[src/rtl/load_store_unit.sv]
// rtl/load_store_unit.sv - byte/half/word load-store unit with split misaligned access
module load_store_unit #(
    parameter int ADDR_WIDTH       = 15,
    parameter bit ALLOW_MISALIGNED = 1'b1
) (
    input  logic                  clock,
    input  logic                  reset,
    input  logic                  req_valid,
    output logic                  req_ready,
    input  logic                  req_write,
    input  logic [2:0]            req_funct3,
    input  logic [31:0]           req_address,
    input  logic [31:0]           req_wdata,
    output logic                  resp_valid,
    output logic [31:0]           resp_rdata,
    output logic                  resp_error,
    output logic [ADDR_WIDTH-1:0] mem_address,
    output logic [3:0]            mem_byteena,
    output logic [31:0]           mem_data,
    output logic                  mem_wren,
    input  logic [31:0]           mem_q
);

    typedef enum logic [1:0] {IDLE, ACC0, ACC1, DONE} state_t;

    state_t                state;
    logic                  r_write;
    logic [2:0]            r_funct3;
    logic [1:0]            r_offset;
    logic [7:0]            r_mask;
    logic [63:0]           r_lane;
    logic [ADDR_WIDTH-1:0] r_wa;
    logic [31:0]           r_lo;

    logic [7:0]            in_mask;
    logic [7:0]            in_base;
    logic [63:0]           in_lane;
    logic                  in_illegal;
    logic                  in_misalign_err;
    logic [ADDR_WIDTH-1:0] in_wa;
    logic                  unused_addr_bits;

    assign req_ready = (state == IDLE);
    assign in_wa     = req_address[ADDR_WIDTH+1:2];
    assign unused_addr_bits = ^req_address[31:ADDR_WIDTH+2];

    always_comb begin
        in_base = 8'h0F;
        case (req_funct3[1:0])
            2'b00:   in_base = 8'h01;
            2'b01:   in_base = 8'h03;
            default: in_base = 8'h0F;
        endcase
        in_mask = in_base << req_address[1:0];
        in_lane = {32'h0, req_wdata} << {req_address[1:0], 3'b000};
        if (req_write)
            in_illegal = (req_funct3 > 3'b010);
        else
            in_illegal = (req_funct3 == 3'b011) || (req_funct3[2:1] == 2'b11);
        in_misalign_err = !ALLOW_MISALIGNED && (in_mask[7:4] != 4'h0);
    end

    // Shift the two-word window down to the access offset, then extend by funct3.
    function automatic logic [31:0] extend_load(input logic [63:0] x,
                                                input logic [1:0]  o,
                                                input logic [2:0]  f3);
        logic [63:0] sh;
        sh = x >> {o, 3'b000};
        case (f3[1:0])
            2'b00:   extend_load = f3[2] ? {24'h0, sh[7:0]}  : {{24{sh[7]}},  sh[7:0]};
            2'b01:   extend_load = f3[2] ? {16'h0, sh[15:0]} : {{16{sh[15]}}, sh[15:0]};
            default: extend_load = sh[31:0];
        endcase
    endfunction

    always_ff @(posedge clock or posedge reset) begin
        if (reset) begin
            state       <= IDLE;
            r_write     <= 1'b0;
            r_funct3    <= 3'b000;
            r_offset    <= 2'b00;
            r_mask      <= 8'h00;
            r_lane      <= 64'h0;
            r_wa        <= '0;
            r_lo        <= 32'h0;
            resp_valid  <= 1'b0;
            resp_error  <= 1'b0;
            resp_rdata  <= 32'h0;
            mem_address <= '0;
            mem_byteena <= 4'h0;
            mem_data    <= 32'h0;
            mem_wren    <= 1'b0;
        end else begin
            case (state)
                IDLE: begin
                    if (req_valid) begin
                        r_write  <= req_write;
                        r_funct3 <= req_funct3;
                        r_offset <= req_address[1:0];
                        r_mask   <= in_mask;
                        r_lane   <= in_lane;
                        r_wa     <= in_wa;
                        r_lo     <= 32'h0;
                        if (in_illegal || in_misalign_err) begin
                            state      <= DONE;
                            resp_valid <= 1'b1;
                            resp_error <= 1'b1;
                            resp_rdata <= 32'h0;
                        end else begin
                            state       <= ACC0;
                            mem_address <= in_wa;
                            mem_byteena <= in_mask[3:0];
                            mem_data    <= in_lane[31:0];
                            mem_wren    <= req_write;
                        end
                    end
                end
                ACC0: begin
                    if (!r_write)
                        r_lo <= mem_q;
                    if (r_mask[7:4] != 4'h0) begin
                        state       <= ACC1;
                        mem_address <= r_wa + ADDR_WIDTH'(1);
                        mem_byteena <= r_mask[7:4];
                        mem_data    <= r_lane[63:32];
                        mem_wren    <= r_write;
                    end else begin
                        state       <= DONE;
                        mem_byteena <= 4'h0;
                        mem_wren    <= 1'b0;
                        resp_valid  <= 1'b1;
                        resp_error  <= 1'b0;
                        resp_rdata  <= r_write ? 32'h0
                                     : extend_load({32'h0, mem_q}, r_offset, r_funct3);
                    end
                end
                ACC1: begin
                    // The high word comes straight from mem_q; the low word was held in r_lo.
                    state       <= DONE;
                    mem_byteena <= 4'h0;
                    mem_wren    <= 1'b0;
                    resp_valid  <= 1'b1;
                    resp_error  <= 1'b0;
                    resp_rdata  <= r_write ? 32'h0
                                 : extend_load({mem_q, r_lo}, r_offset, r_funct3);
                end
                DONE: begin
                    state      <= IDLE;
                    resp_valid <= 1'b0;
                    resp_error <= 1'b0;
                end
                default: state <= IDLE;
            endcase
        end
    end

endmodule
[config.mk]
export PLATFORM = sky130hd
export DESIGN_NAME = load_store_unit
export DESIGN_NICKNAME = d
export VERILOG_FILES = /design/src/rtl/load_store_unit.sv
export SDC_FILE = /design/constraint.sdc
export NUM_CORES = 1
export LEC_CHECK = 0
export CORE_ASPECT_RATIO = 0.75
export CORE_MARGIN = 4
export CORE_UTILIZATION = 46
export DETAILED_ROUTE_END_ITERATION = 16
export PLACE_DENSITY = 0.73
export SYNTH_ARGS = -nofsm -noshare
export SYNTH_HDL_FRONTEND = slang
export SYNTH_SLANG_ARGS = --single-unit
[constraint.sdc]
create_clock -name clock -period 6.15 [get_ports clock]
set_input_delay 0.9225 -clock clock [delete_from_list [all_inputs] [get_ports clock]]
set_output_delay 0.9225 -clock clock [all_outputs]
set_load 0.02 [all_outputs]
* Yosys cells after proc, flatten, opt, wreduce, memory -nomap -nowiden
Cells that the tools add are included.
** Storage, ports and cells
- Bits in registers :: 213
** Operators by class
- Add/sub/neg operators :: 1
- Order comparisons :: 1
- Eq/ne operators :: 13
- Shift-type cells :: 4
- Multiplexer cells :: 43
- Reduce and logical (&&, ||, !) cells :: 14
** Operator list (number)
- $mux 32 :: 14
- $pmux 32 s2 :: 4
- $pmux 32 s3 :: 1
- $shl 32x5->64 :: 1
- $shr 64x5->32 :: 1
- $mux 15 :: 3
- $shr 32x5->32 :: 1
- $pmux 15 s2 :: 1
- $add 15x1->15 const B :: 1
- $mux 4 :: 3
- $pmux 4 s3 :: 1
- $ne 2x2->1 const B :: 5
- $mux 1 :: 9
- $reduce_and 3->1 :: 3
- $pmux 2 s4 :: 1
- $pmux 4 s2 :: 1
- $reduce_and 4->1 :: 2
- $shl 8x2->8 :: 1
- $eq 2x1->1 const B :: 3
- $eq 2x2->1 const B :: 3
- $logic_not 2->1 :: 3
- $pmux 1 s3 :: 2
- $mux 2 :: 2
- $pmux 1 s4 :: 1
- 9 further kinds :: 9

* Logic depth before layout (Yosys ltp)
Gate-level depths: netlist of the first run.
- Word-level depth :: 6
- Depth in mapped cells :: 10
- Mapped depth without buffers :: 7

* Worst setup path before layout of the first run
OpenSTA, ideal clock, no wires.
- Path type :: input port to flip-flop
- Start point :: input req_valid
- End point :: register resp_rdata[25]
- Setup time :: 0.134 ns
- Arrival time :: 2.224 ns
- Required time :: 6.016 ns
- Setup slack :: 3.792 ns
- Stages :: 6
- Path through :: buf_2 > and3_1 > o311ai_4 > buf_2 > mux2i_1 > o211ai_1
** Between the ends
- Word-level cells in the longest chain between the ends :: 2
** Ends and longest elaborated chain
- start: declaration :: line 8 : input logic req_valid,
- $ne 2x2->1 (no line)
- $reduce_and 4->1 (no line)
- end signal: assignment :: line 133 : resp_rdata <= r_write ? 32'h0
- end signal: assignment :: line 144 : resp_rdata <= r_write ? 32'h0
- end: declaration :: line 15 : output logic [31:0] resp_rdata,
Every way passes these cells.
A chain may end at the register's enable or synchronous reset.

* Worst setup path in the final report of the first run
- Start point :: register state[0]
- End point :: register resp_rdata[17]
** Between the ends
- Word-level cells in the longest chain between the ends :: 3
- Elaborated cells on any way between the ends :: 9
- Those cells by class :: 5 x eq/ne; 1 x mux; 3 x reduce/logical
** Ends and longest elaborated chain
- start: declaration :: line 26 : state_t state;
- start signal: assignment :: line 78 : state <= IDLE;
- start signal: assignment :: line 105 : state <= DONE;
- start signal: assignment :: line 110 : state <= ACC0;
- $eq 2x1->1, or another cell as far along :: line 94 : case (state)
- $ne 2x2->1 (no line), or another cell as far along
- $reduce_and 4->1 (no line)
Several ways; a longest one is shown, not always the timed one.

==> results of run 1 <==
==> worst register-to-register path: stages, from the launching register on <==
cell and delay (ps):
dfrtp_1 460, inv_1 120, ha_1 760, nand4b_1 940
a2111oi_0 1440, a21oi_1 70, o211ai_1 170
==> where the power goes <==
| part | switching [mW] | total (mW) | internal [mW] |
|---|---|---|---|
| registers | 0.414 | 2.01 | 1.59 |
| logic | 1.92 | 3.28 | 1.36 |
| clock network | 0.493 | 1.06 | 0.568 |
==> cells in the mapped netlist (7+ instances only) <==
cell type and number:
a21oi_1 39, nand3_1 9, a221o_1 8, a22o_1 9, a22oi_1 34, nor2b_1 13
a2111oi_0 7, mux4_2 9, inv_1 12, o21ai_0 103, mux2i_1 59, nor2_1 36
buf_2 18, clkbuf_1 47, o221ai_1 8, xnor2_1 11, o41ai_2 8, o21ai_1 17
mux2_2 53, and2_1 11, buf_4 7, a211oi_1 16, dfrtp_1 168, nand2_1 165
o211ai_1 24
==> layer usage <==
metal	vias to the layer above	track usage, %
met4	0	6.47
met5	-	0
met1	3916	38.4
li1	3767	-
met2	347	31.9
met3	31	7.68
==> registers in the layout, indices dropped and copies added, names as in the netlist <==
signal / cells
mem_address: 15
mem_byteena: 4
mem_data: 32
mem_wren: 1
r_funct3: 3
r_lane: 24
r_lo: 32
r_mask: 3
r_offset: 2
r_wa: 15
r_write: 1
resp_error: 1
resp_rdata: 32
resp_valid: 1
state: 2
==> logic make-up (layout without fill, tap and decap cells) <==
| group | Yosys count | after routing |
|---|---|---|
| buf+inv | 93 | 227 |
| fa+ha+maj | 6 | 6 |
| mux | 121 | 121 |
| compound gates | 297 | 297 |
| flops | 168 | 168 |
| simple gates | 268 | 268 |
| xor+xnor | 14 | 14 |
==> how the worst max path moves through the flow <==
stage / end / slack, ps / cells after the start / from
after CTS: resp_rdata[17] / 2550 / 6 / state[0]
after detailed placement: resp_rdata[20] / 2350 / 7 / req_funct3[1]
after floorplan: mem_address[0] / 680 / 1 / reset
after global placement: resp_rdata[22] / 2390 / 7 / req_funct3[1]
after global routing: resp_rdata[17] / 2170 / 6 / state[0]
final: resp_rdata[17] / 2110 / 6 / state[0]
==> metrics by stage <==
stage	instance area, sq um	worst slack [ps]	util [%]	std cells	hold slack (ps)
2_1_floorplan	9440	681	-	967	445
3_3_place_gp	11200	2390	55.4	1328	461
3_5_place_dp	11200	2350	55.4	1328	464
4_1_cts	11800	2550	58.2	1359	484
5_1_grt	11800	2170	58.2	1359	502
6_report	11800	2110	58.2	1359	477
==> final cells by class <==
type,instances,share of cell area [%]
clock inverters,14,1.21
multi-input cells,706,40.9
repair buffers,183,15.4
inverters,13,0.457
flip-flops and latches,168,35.7
clock buffers,17,3.61
well taps,258,2.74
==> impl_metrics.yaml, run 1 <==
status:
  status: "finished, violations left"
  failed_checks: "max-capacitance violations"
timing:
  final_max_slew_viol_count: 0
  post-route-period-util_pct: 65.8
  period_needed_ps: 4040
  slew_headroom_pct: 1.82
  worst_pin_slew_ps: 1440
  grt_setup_unrepaired: "false"
  finClkSkew_ps: 13.6
  tns_ps: 0
  finalSetupViolCount: 0
  finalHoldViolCount: 0
  fmax_ghz: 0.247
clock_network:
  cts.hold.buffers_added: 0
  cts_max_path_buffers: 2
  cts_max_level: 4
  cts.sinks: 168
  clock_latency_ps: 440
  numCtsBuffers: 17
  cts_tree: "yes"
  path_clk_slew_ps: 70
  clockRootBuffer: "clkbuf_16"
  post_cts_resized: 0
  cts_setup_buffers: 0
detailed_routing:
  wl_met2_mm: 11.4
  wl_met1_mm: 13.6
  totalWireLength_mm: 28.2
  drt_pre_antenna_iters: 6
  highest_layer: "met4"
  viasPerCell: 5.93
  drc: 0
  via_count: 8061
  drt_iter0_markers: 878
  wl_per_cell_um: 20.8
  met3_length_mm: 2.71
  drtAntennaViolNets: 0
cells_and_area:
  area_growth_pct: 24.6
  multi_input_area_sq_um: 4810
  layout-drive-gt1-share_pct: 11.4
  final_common_cell: "clkdlybuf4s50_1"
  fin_nets: 1198
  nFillCells: 1721
  antenna_cells: 0
  regArea_sq_um: 4210
  most-common-layout-cells: "clkdlybuf4s50_1, dfrtp_1, nand2_1, o21ai_0, mux2i_1"
run:
  cap_violations: 1
worst_hold_path:
  holdCritStartpoint: "mem_address[8]"
  holdPathEnd: "mem_address[8]"
  hold_class: "register to register"
  hold_depth: 2
logic_synthesis:
  seq_area_frac_synth_pct: 44.5
  muxShareOfSynthArea_pct: 14.7
  synth_fp_nets: 1076
  synth_top_area_cell: "dfrtp_1"
  yosys.area_share.xor_xnor_pct: 1.30
  synth_edf_count: 0
  yosys.area_share.adder_pct: 0.795
  synth-compound-area-share_pct: 21.3
  synth.cell_area_sq_um: 9440
  synth_top_family_by_area: "compound AO/OA/AOI/OAI gates"
  synth-simple-area-share_pct: 12.7
  avgSynthCellArea_sq_um: 9.76
  netlist_top_cells_area: "dfrtp_1, nand2_1, mux2_2"
  synth_ff_type: "dfrtp_1"
  synth_warnings: 0
  ys_ff_latch: 168
  netlist_instances: 967
  synthArstFlopShare_pct: 100
  ys_types: 57
  netlist.area_leader.share_pct: 44.5
worst_setup_path:
  startpoint_type: "register"
  critPathMaxFanout: 18
  r2r_end: "resp_rdata[17]"
  cp-end-kind: "register"
  critical_path.cell_chain: "inv_1 > ha_1 > nand4b_1 > a2111oi_0 > a21oi_1 > o211ai_1"
  timing.rr.start: "state[0]"
  crit_type: "register to register"
  r2r_cells: 6
  regToRegSetupSlack_ps: 2110
  max_stage_delay_ps: 1440
  cp.buffers_inverters: 1
  required_ps: 6490
  slowest_stage: "a2111oi_0"
  critPathTopFamily: "compound AO/OA/AOI/OAI gates"
  cp.arrival_ps: 4380
pwr:
  p_leak_nw: 4.85
  power_density_nw_per_um2: 539
  power_mw: 6.35
  irDropWorstVdd_mv: 0.308
placement:
  hpwl_mm: 19.7
  gp_congestion: 0.962
  port_buffers: 174
floorplanning:
  ios: 190
  fp.dieW_um: 173
  fp-row-count: 45
  coreArea_sq_um: 20200
  die_height_um: 132
  initial_core_util_pct: 46.7
  die_area_sq_um: 22900
global_routing:
  grt_overflow: 0
  grt_pass1_vias: 7469
  track_usage_pct: 24.4
  grt_pass1_wl_mm: 44.3
  grt_start_max_net_pins: 94
  antenna_found_initial: 0
Power figures use the tool's default switching activity.
==> run 2: changes to the inputs <==
- PLACE_DENSITY: 0.73 -> 0.75
- clock period: 6.15 -> 3.3 ns (I/O delays scaled with it)
==> impl_metrics.yaml, run 2 (synthesis gave the netlist of run 1 again) <==
placement:
  preCtsSetupSlack_ps: 533
  gp_congestion: 0.974
  port_buffers: 174
  hpwl_mm: 20.3
clock_network:
  clockRootBuffer: "clkbuf_16"
  cts.hold.buffers_added: 0
  cts.sinks: 168
  cts_max_level: 4
  cts_tree: "yes"
  post_cts_resized: 0
  cts_max_path_buffers: 2
  path_clk_slew_ps: 70
  numCtsBuffers: 17
  cts_setup_buffers: 0
  clock_latency_ps: 440
detailed_routing:
  via_count: 8246
  drt_iter0_markers: 942
  drtAntennaViolNets: 0
  wl_per_cell_um: 20.9
  totalWireLength_mm: 28.9
  drt_pre_antenna_iters: 6
  viasPerCell: 5.98
  drc: 0
global_routing:
  track_usage_pct: 24.8
  grt_pass1_vias: 8021
  grt_overflow: 0
  grt_start_max_net_pins: 67
  grt_pass1_wl_mm: 45.5
  antenna_found_initial: 0
worst_hold_path:
  holdCritStartpoint: "mem_address[9]"
  hold_class: "register to register"
pwr:
  p_int_mw: 6.74
  p_sw_share_pct: 44.4
  p_leak_nw: 4.98
  p_sw_mw: 5.39
  pwr-share-seq_pct: 30.6
  pwr-share-comb_pct: 52.5
  p_clk_share_pct: 17.0
  power_mw: 12.1
  irDropWorstVdd_mv: 0.438
  power_density_nw_per_um2: 1010
timing:
  hold_ws_ps: 475
  worst_pin_slew_ps: 1080
  tns_ps: 0
  finalSetupViolCount: 0
  finalHoldViolCount: 0
  period_needed_ps: 2670
  grt_setup_unrepaired: "false"
  setup_slack_ps: 632
  finClkSkew_ps: 14.2
  final_max_slew_viol_count: 0
  post-route-period-util_pct: 80.8
  fmax_ghz: 0.375
  slew_headroom_pct: 27.8
floorplanning:
  fp-row-count: 45
  ios: 190
  die_area_sq_um: 22900
  coreArea_sq_um: 20200
  die_height_um: 132
  initial_core_util_pct: 46.7
  fp.dieW_um: 173
cells_and_area:
  regArea_sq_um: 4210
  utilization_pct: 59.4
  nFillCells: 1715
  most-common-layout-cells: "clkdlybuf4s50_1, dfrtp_1, nand2_1, o21ai_0, mux2i_1"
  layout-drive-gt1-share_pct: 12.9
  reg.largest.list: "mem_data (32), r_lo (32), resp_rdata (32)"
  final_common_cell: "clkdlybuf4s50_1"
  antenna_cells: 0
  fin_nets: 1218
  area_growth_pct: 27.2
  multi_input_area_sq_um: 4810
worst_setup_path:
  crit_type: "register to register"
  crit_start: "state[1]"
  required_ps: 3590
  cp-end-kind: "register"
  timing.rr.start: "state[1]"
  cp.arrival_ps: 2950
  startpoint_type: "register"
  critPathMaxFanout: 41
run:
  cap_violations: 0
status:
  status: "finished, final reports clean"
==> run 2: changes by cell type in the layout (fill, tap and decap cells not counted), sizes merged <==
cell and delta:
inv +1, buf +20, clkinv -1, clkbuf +1
==> run 2: metal layers <==
layer / part of all wire [%] / vias up / track usage [%]
met4: 1.9 / 0 / 6.07
met5: 0 / - / 0
met2: 42 / 368 / 35.5
met1: 46 / 4029 / 37.2
met3: 9.7 / 39 / 6.85
li1: - / 3810 / -
==> run 2: worst paths after layout <==
| check | cells after the start | endpoint | slack [ps] |
|---|---|---|---|
| min | 2 | mem_address[9] | 470 |
| max in group asynchronous | 3 | resp_rdata[29] | 1920 |
| min reg2reg | 2 | mem_address[9] | 470 |
| max | 9 | resp_rdata[17] | 630 |
| min in group asynchronous | 2 | resp_rdata[0] | 520 |
| max reg2reg | 9 | resp_rdata[17] | 630 |
==> run 2: critical path: stages, from the launching register on <==
cell and delay (ps):
dfrtp_1 440, inv_1 140, ha_1 420, inv_1 240
o311ai_4 450, buf_12 290, a2111oi_0 110, buf_4 200
a21oi_1 130, o211ai_1 110
==> run 2: through the flow <==
| step | cell area [sq um] | cells |
|---|---|---|
| global placement | 11400 | 1348 |
| CTS | 12000 | 1380 |
| detailed placement | 11400 | 1348 |
| floorplan | 9450 | 967 |
| finish | 12000 | 1380 |
| global route | 12000 | 1380 |
==> run 2: layout make-up <==
type | count | area share (%)
Multi-Input combinational cell | 706 | 40.1
Sequential cell | 168 | 35.0
Timing Repair Buffer | 203 | 16.7
Clock buffer | 18 | 3.57
Tap cell | 258 | 2.69
Clock inverter | 14 | 1.47
Inverter | 13 | 0.438
==> run 2: power groups by stage <==
stage / sequential, mW / combinational [mW] / clock (mW)
after floorplan: 4.00 / 3.91 / 0
after global placement: 3.70 / 6.19 / 0
after detailed placement: 3.72 / 6.30 / 0
after CTS: 3.70 / 6.33 / 2.09
after global routing: 3.84 / 6.90 / 2.18
final: 3.71 / 6.37 / 2.06
